==> src/rtl/demux_vc.sv <==
// Steers upstream words to the VC0/VC1 FIFOs by class bit with a registered 1-cycle push.
// A word that meets a full target is parked in a single hold register, which stalls input until it drains.
module demux_vc #(
   parameter int DATA_SIZE = 4
) (
   input  logic                 clk,
   input  logic                 reset_L,
   input  logic                 valid_in,
   input  logic [DATA_SIZE-1:0] data_in,
   output logic                 ready_out,
   input  logic                 full_VC0,
   input  logic                 full_VC1,
   output logic                 push_VC0,
   output logic                 push_VC1,
   output logic [DATA_SIZE-1:0] data_VC0,
   output logic [DATA_SIZE-1:0] data_VC1,
   output logic                 pending,
   output logic [7:0]           count_VC0,
   output logic [7:0]           count_VC1
);

   typedef enum logic [1:0] {
      INIT = 2'd0,
      PASS = 2'd1,
      HOLD = 2'd2
   } state_t;

   state_t               state_q;
   logic                 ready_q;
   logic                 pend_q;
   logic [DATA_SIZE-1:0] hold_q;
   logic                 push0_q, push1_q;
   logic [DATA_SIZE-1:0] data0_q, data1_q;
   logic [7:0]           cnt0_q, cnt1_q;

   logic                 accept;
   logic                 in_blocked;
   logic                 hold_free;
   logic                 push0_d, push1_d;
   logic [DATA_SIZE-1:0] word_d;

   // Only the target VC's full flag matters; the other VC never blocks this word.
   always_comb begin
      accept     = valid_in & ready_q & (state_q == PASS);
      in_blocked = data_in[DATA_SIZE-1] ? full_VC1 : full_VC0;
      hold_free  = hold_q[DATA_SIZE-1] ? ~full_VC1 : ~full_VC0;
      push0_d    = 1'b0;
      push1_d    = 1'b0;
      word_d     = data_in;
      if (state_q == HOLD) begin
         word_d = hold_q;
         if (hold_free) begin
            push0_d = ~hold_q[DATA_SIZE-1];
            push1_d =  hold_q[DATA_SIZE-1];
         end
      end else if (accept && !in_blocked) begin
         push0_d = ~data_in[DATA_SIZE-1];
         push1_d =  data_in[DATA_SIZE-1];
      end
   end

   always_ff @(posedge clk or negedge reset_L) begin
      if (!reset_L) begin
         state_q <= INIT;
         ready_q <= 1'b0;
         pend_q  <= 1'b0;
         hold_q  <= '0;
         push0_q <= 1'b0;
         push1_q <= 1'b0;
         data0_q <= '0;
         data1_q <= '0;
         cnt0_q  <= 8'd0;
         cnt1_q  <= 8'd0;
      end else begin
         push0_q <= push0_d;
         push1_q <= push1_d;
         if (push0_d) begin
            data0_q <= word_d;
            cnt0_q  <= cnt0_q + 8'd1;
         end
         if (push1_d) begin
            data1_q <= word_d;
            cnt1_q  <= cnt1_q + 8'd1;
         end
         case (state_q)
            INIT: begin
               state_q <= PASS;
               ready_q <= 1'b1;
            end
            PASS: begin
               if (accept && in_blocked) begin
                  hold_q  <= data_in;
                  state_q <= HOLD;
                  ready_q <= 1'b0;
                  pend_q  <= 1'b1;
               end
            end
            HOLD: begin
               // Ready returns on the drain edge so the next word lands one edge later.
               if (hold_free) begin
                  hold_q  <= '0;
                  state_q <= PASS;
                  ready_q <= 1'b1;
                  pend_q  <= 1'b0;
               end
            end
            default: begin
               state_q <= INIT;
               ready_q <= 1'b0;
               pend_q  <= 1'b0;
            end
         endcase
      end
   end

   assign ready_out = ready_q;
   assign pending   = pend_q;
   assign push_VC0  = push0_q;
   assign push_VC1  = push1_q;
   assign data_VC0  = data0_q;
   assign data_VC1  = data1_q;
   assign count_VC0 = cnt0_q;
   assign count_VC1 = cnt1_q;

endmodule

==> config.mk <==
export PLATFORM = sky130hd
export DESIGN_NAME = demux_vc
export DESIGN_NICKNAME = d
export VERILOG_FILES = /design/src/rtl/demux_vc.sv
export SDC_FILE = /design/constraint.sdc
export NUM_CORES = 1
export LEC_CHECK = 0
export CAP_MARGIN = 25
export CORE_ASPECT_RATIO = 1.25
export CORE_MARGIN = 1
export CORE_UTILIZATION = 55
export CTS_CLUSTER_SIZE = 10
export DETAILED_ROUTE_END_ITERATION = 10
export DONT_BUFFER_PORTS = 1
export PLACE_DENSITY = 0.75
export SKIP_CTS_REPAIR_TIMING = 1
export SYNTH_ARGS = -nofsm -noshare
export SYNTH_HDL_FRONTEND = slang
export SYNTH_SLANG_ARGS = --single-unit
==> constraint.sdc <==
create_clock -name clk -period 1.4 [get_ports clk]
set_clock_uncertainty 0.1 [all_clocks]
set_input_delay 0.21 -clock clk [delete_from_list [all_inputs] [get_ports clk]]
set_output_delay 0.21 -clock clk [all_outputs]
set_load 0.01 [all_outputs]
==> results.md <==
- Share of cells above drive strength 1: 0.4571
- Clk root buf: clkbuf_4
- Ports: 37
- Final WL: 3.673 mm
- Gr usage total: 0.2428
- CTS Sinks: 34
- PwrDens: 1692 nW/um^2
- Final instance area: 2068 sq um
- Vias: 1172
- RSZ-0062 raised after global routing: yes
- Clk Latency, worst-skew pair: 330 ps
- Initial DRT Pass Iterations: 4
- Final Power: 3.499 mW
- Yosys reg bits: 34
- Routed len/inst: 17.66 um
- Worst min-delay path class: input pin to register
- Synth async-reset ratio: 1.000
- Post-route ant nets: 0
- CP Launch Type: register
- Clock transition at the registers of the reported paths: 100 ps
- Vias in the first global route: 1144
- Worst r2r src: state_q[1]$_DFFE_PN0P_
- CTS max path bufs: 2
- Final setup vio count: 31
- Worst EP arrival: 1770 ps
- Mapped Nets: 145
- Final min period: 1637 ps
- Slew @ Worst Pin: 247.1 ps
- Max Cap Viol: 0
- Run status: finished with violations
- WP data required: 1530 ps
- Max_slew headroom: 0.8346
- Vias/cell: 5.635
- Fmax: 0.6109 GHz
- I/O Buffers: 0
- CTS tree: yes
- Peak VDD IR: 1.216 mV
- Routability cong.: 0.8683
- Final nets: 185
- Pin count of the biggest net entering global routing: 35
- Synthesis-to-finish area growth: 37.52%
- Syn Inst Count: 134
- Worst Setup SP: state_q[1]$_DFFE_PN0P_
- Row count: 20
- Crit. End Element: register
- Pins over their slew limit: 0
- Leak: 1.040 nW
- Final Cycle Share: 1.169
- N_diodes: 0
- GRT overflow: 0
- Setup Crit Path Kind: register to register
- Initial Util: 0.6010
- Placed inst area: 1768 sq um
- Syn_area_per_cell: 11.22 sq um
- H-tree levels: 2
- Seq/Total Area, Yosys: 0.5657
- Post-route DRC: 0
- Synth Flop Type: dfrtp_1
- Initial antenna violation count: 0
- DIE WIDTH: 48.77 um
- Critical Path Fanout Max: 5
- First-pass GRT wire length: 5.181 mm
- Setup ws final: -236.9 ps
- Die ar.: 2949 sq um
- EDFF count, synth: 0
- Detail Placement HPWL: 2.267 mm
- Post-synth cell types: 27
- Starting DRT DRC Count: 25
- Num CTS Buffers: 5
- Failing checks: negative setup slack
- Chip height: 60.47 um
- Synthesis warning total: 0
- Beginning of the worst hold path: full_VC0
- Total core area: 2502 sq um
- Hold Fails Final Rpt: 0
- Cell Area, Synth: 1504 sq um
## kinds of logic after synthesis
kind of cell    Yosys count  synth area share
compound gates           19           0.07904
xor+xnor                 14           0.08153
fa+ha+maj                 2           0.01664
buf+inv                   7           0.02745
flops                    34            0.5657
mux                       5           0.03743
simple gates             53            0.1922
## final timing paths
path	endpoint	slack [ps]	cells after the start
worst max-delay path	hold_q[2]$_DFFE_PN0P_	-240	5
worst min-delay path	hold_q[3]$_DFFE_PN0P_	30	3
worst max register to register	hold_q[2]$_DFFE_PN0P_	-240	5
worst min register to register	count_VC0[7]$_DFFE_PN0P_	430	1
max in group asynchronous	hold_q[3]$_DFFE_PN0P_	790	2
min in group asynchronous	count_VC1[6]$_DFFE_PN0P_	220	2
## area by class of cell
class / count / area (sq um)
Inverter: 5 / 18.77
Clock buffer: 8 / 78.83
Sequential cell: 34 / 853.3
Fill cell: 132 / 434.2
Multi-Input combinational cell: 93 / 763.2
Tap cell: 33 / 41.29
Timing Repair Buffer: 35 / 312.8
## cell usage in the layout (no fill, tap or decap), types with 4 or more instances in the layout
| cell | netlist | final |
|---|---|---|
| buf_6 | 2 | 6 |
| nand2_1 | 21 | 15 |
| o21ai_1 | 0 | 5 |
| mux2_4 | 0 | 4 |
| dfrtp_1 | 34 | 32 |
| a21oi_1 | 6 | 5 |
| buf_4 | 0 | 22 |
| xnor2_1 | 6 | 5 |
| nand3_1 | 6 | 4 |
| clkbuf_4 | 0 | 5 |
| xor2_1 | 8 | 8 |
| nand2_2 | 0 | 5 |
## synth_stat cells, drive strengths merged (2+ instances only)
cell | count | area [sq um]
nand4 | 2 | 12.51
nand2 | 21 | 78.83
nand2b | 2 | 12.51
nor2 | 4 | 15.01
and4 | 2 | 17.52
dfrtp | 34 | 850.8
inv | 5 | 18.76
a21oi | 7 | 38.79
o21ai | 11 | 58.81
nor3 | 5 | 36.29
ha | 2 | 25.02
buf | 2 | 22.52
mux2 | 5 | 56.30
and2 | 6 | 37.54
nand3 | 6 | 30.03
xnor2 | 6 | 52.55
xor2 | 8 | 70.07
## worst max-delay path: stages (launching register included)
cell     delay (ps)
dfrtp_1         430
and4b_4         430
buf_12          120
nand2_4          40
o21ai_4          80
mux2_4          320
## metrics by stage
| stage | utilization | hold slack [ps] | setup WS [ps] | TNS, ps | instances |
|---|---|---|---|---|---|
| global route | 0.8265 | 42.35 | -291.8 | -5857 | 208 |
| CTS | 0.7380 | -560.1 | -205.2 | -3598 | 197 |
| finish | 0.8265 | 32.60 | -236.9 | -4233 | 208 |
| floorplan | - | -185.6 | -91.46 | -783.9 | 134 |
| global placement | 0.7065 | -185.0 | -116.3 | -1384 | 189 |
| detailed placement | 0.7065 | -184.9 | -169.6 | -2612 | 189 |
## metal layers
| layer | share of wire | track usage |
|---|---|---|
| met5 | 0 | 0 |
| met3 | 0.053 | 0.08772 |
| met2 | 0.54 | 0.4444 |
| met4 | 0.018 | 0.09244 |
| met1 | 0.39 | 0.2603 |
## sequential cells by signal, summed over array words and instances, names as in the netlist
signal     cells
pending        1
push_VC0       1
state_q        2
ready_out      1
hold_q         4
data_VC1       4
count_VC1      8
count_VC0      8
data_VC0       4
push_VC1       1
## power by group
part	leakage (nW)	internal [mW]	total, mW	switching [mW]
clock network	0.0446	0.343	0.676	0.333
registers	0.436	1.27	1.60	0.326
logic	0.559	0.622	1.23	0.605
(Power assumes the default switching activity.)
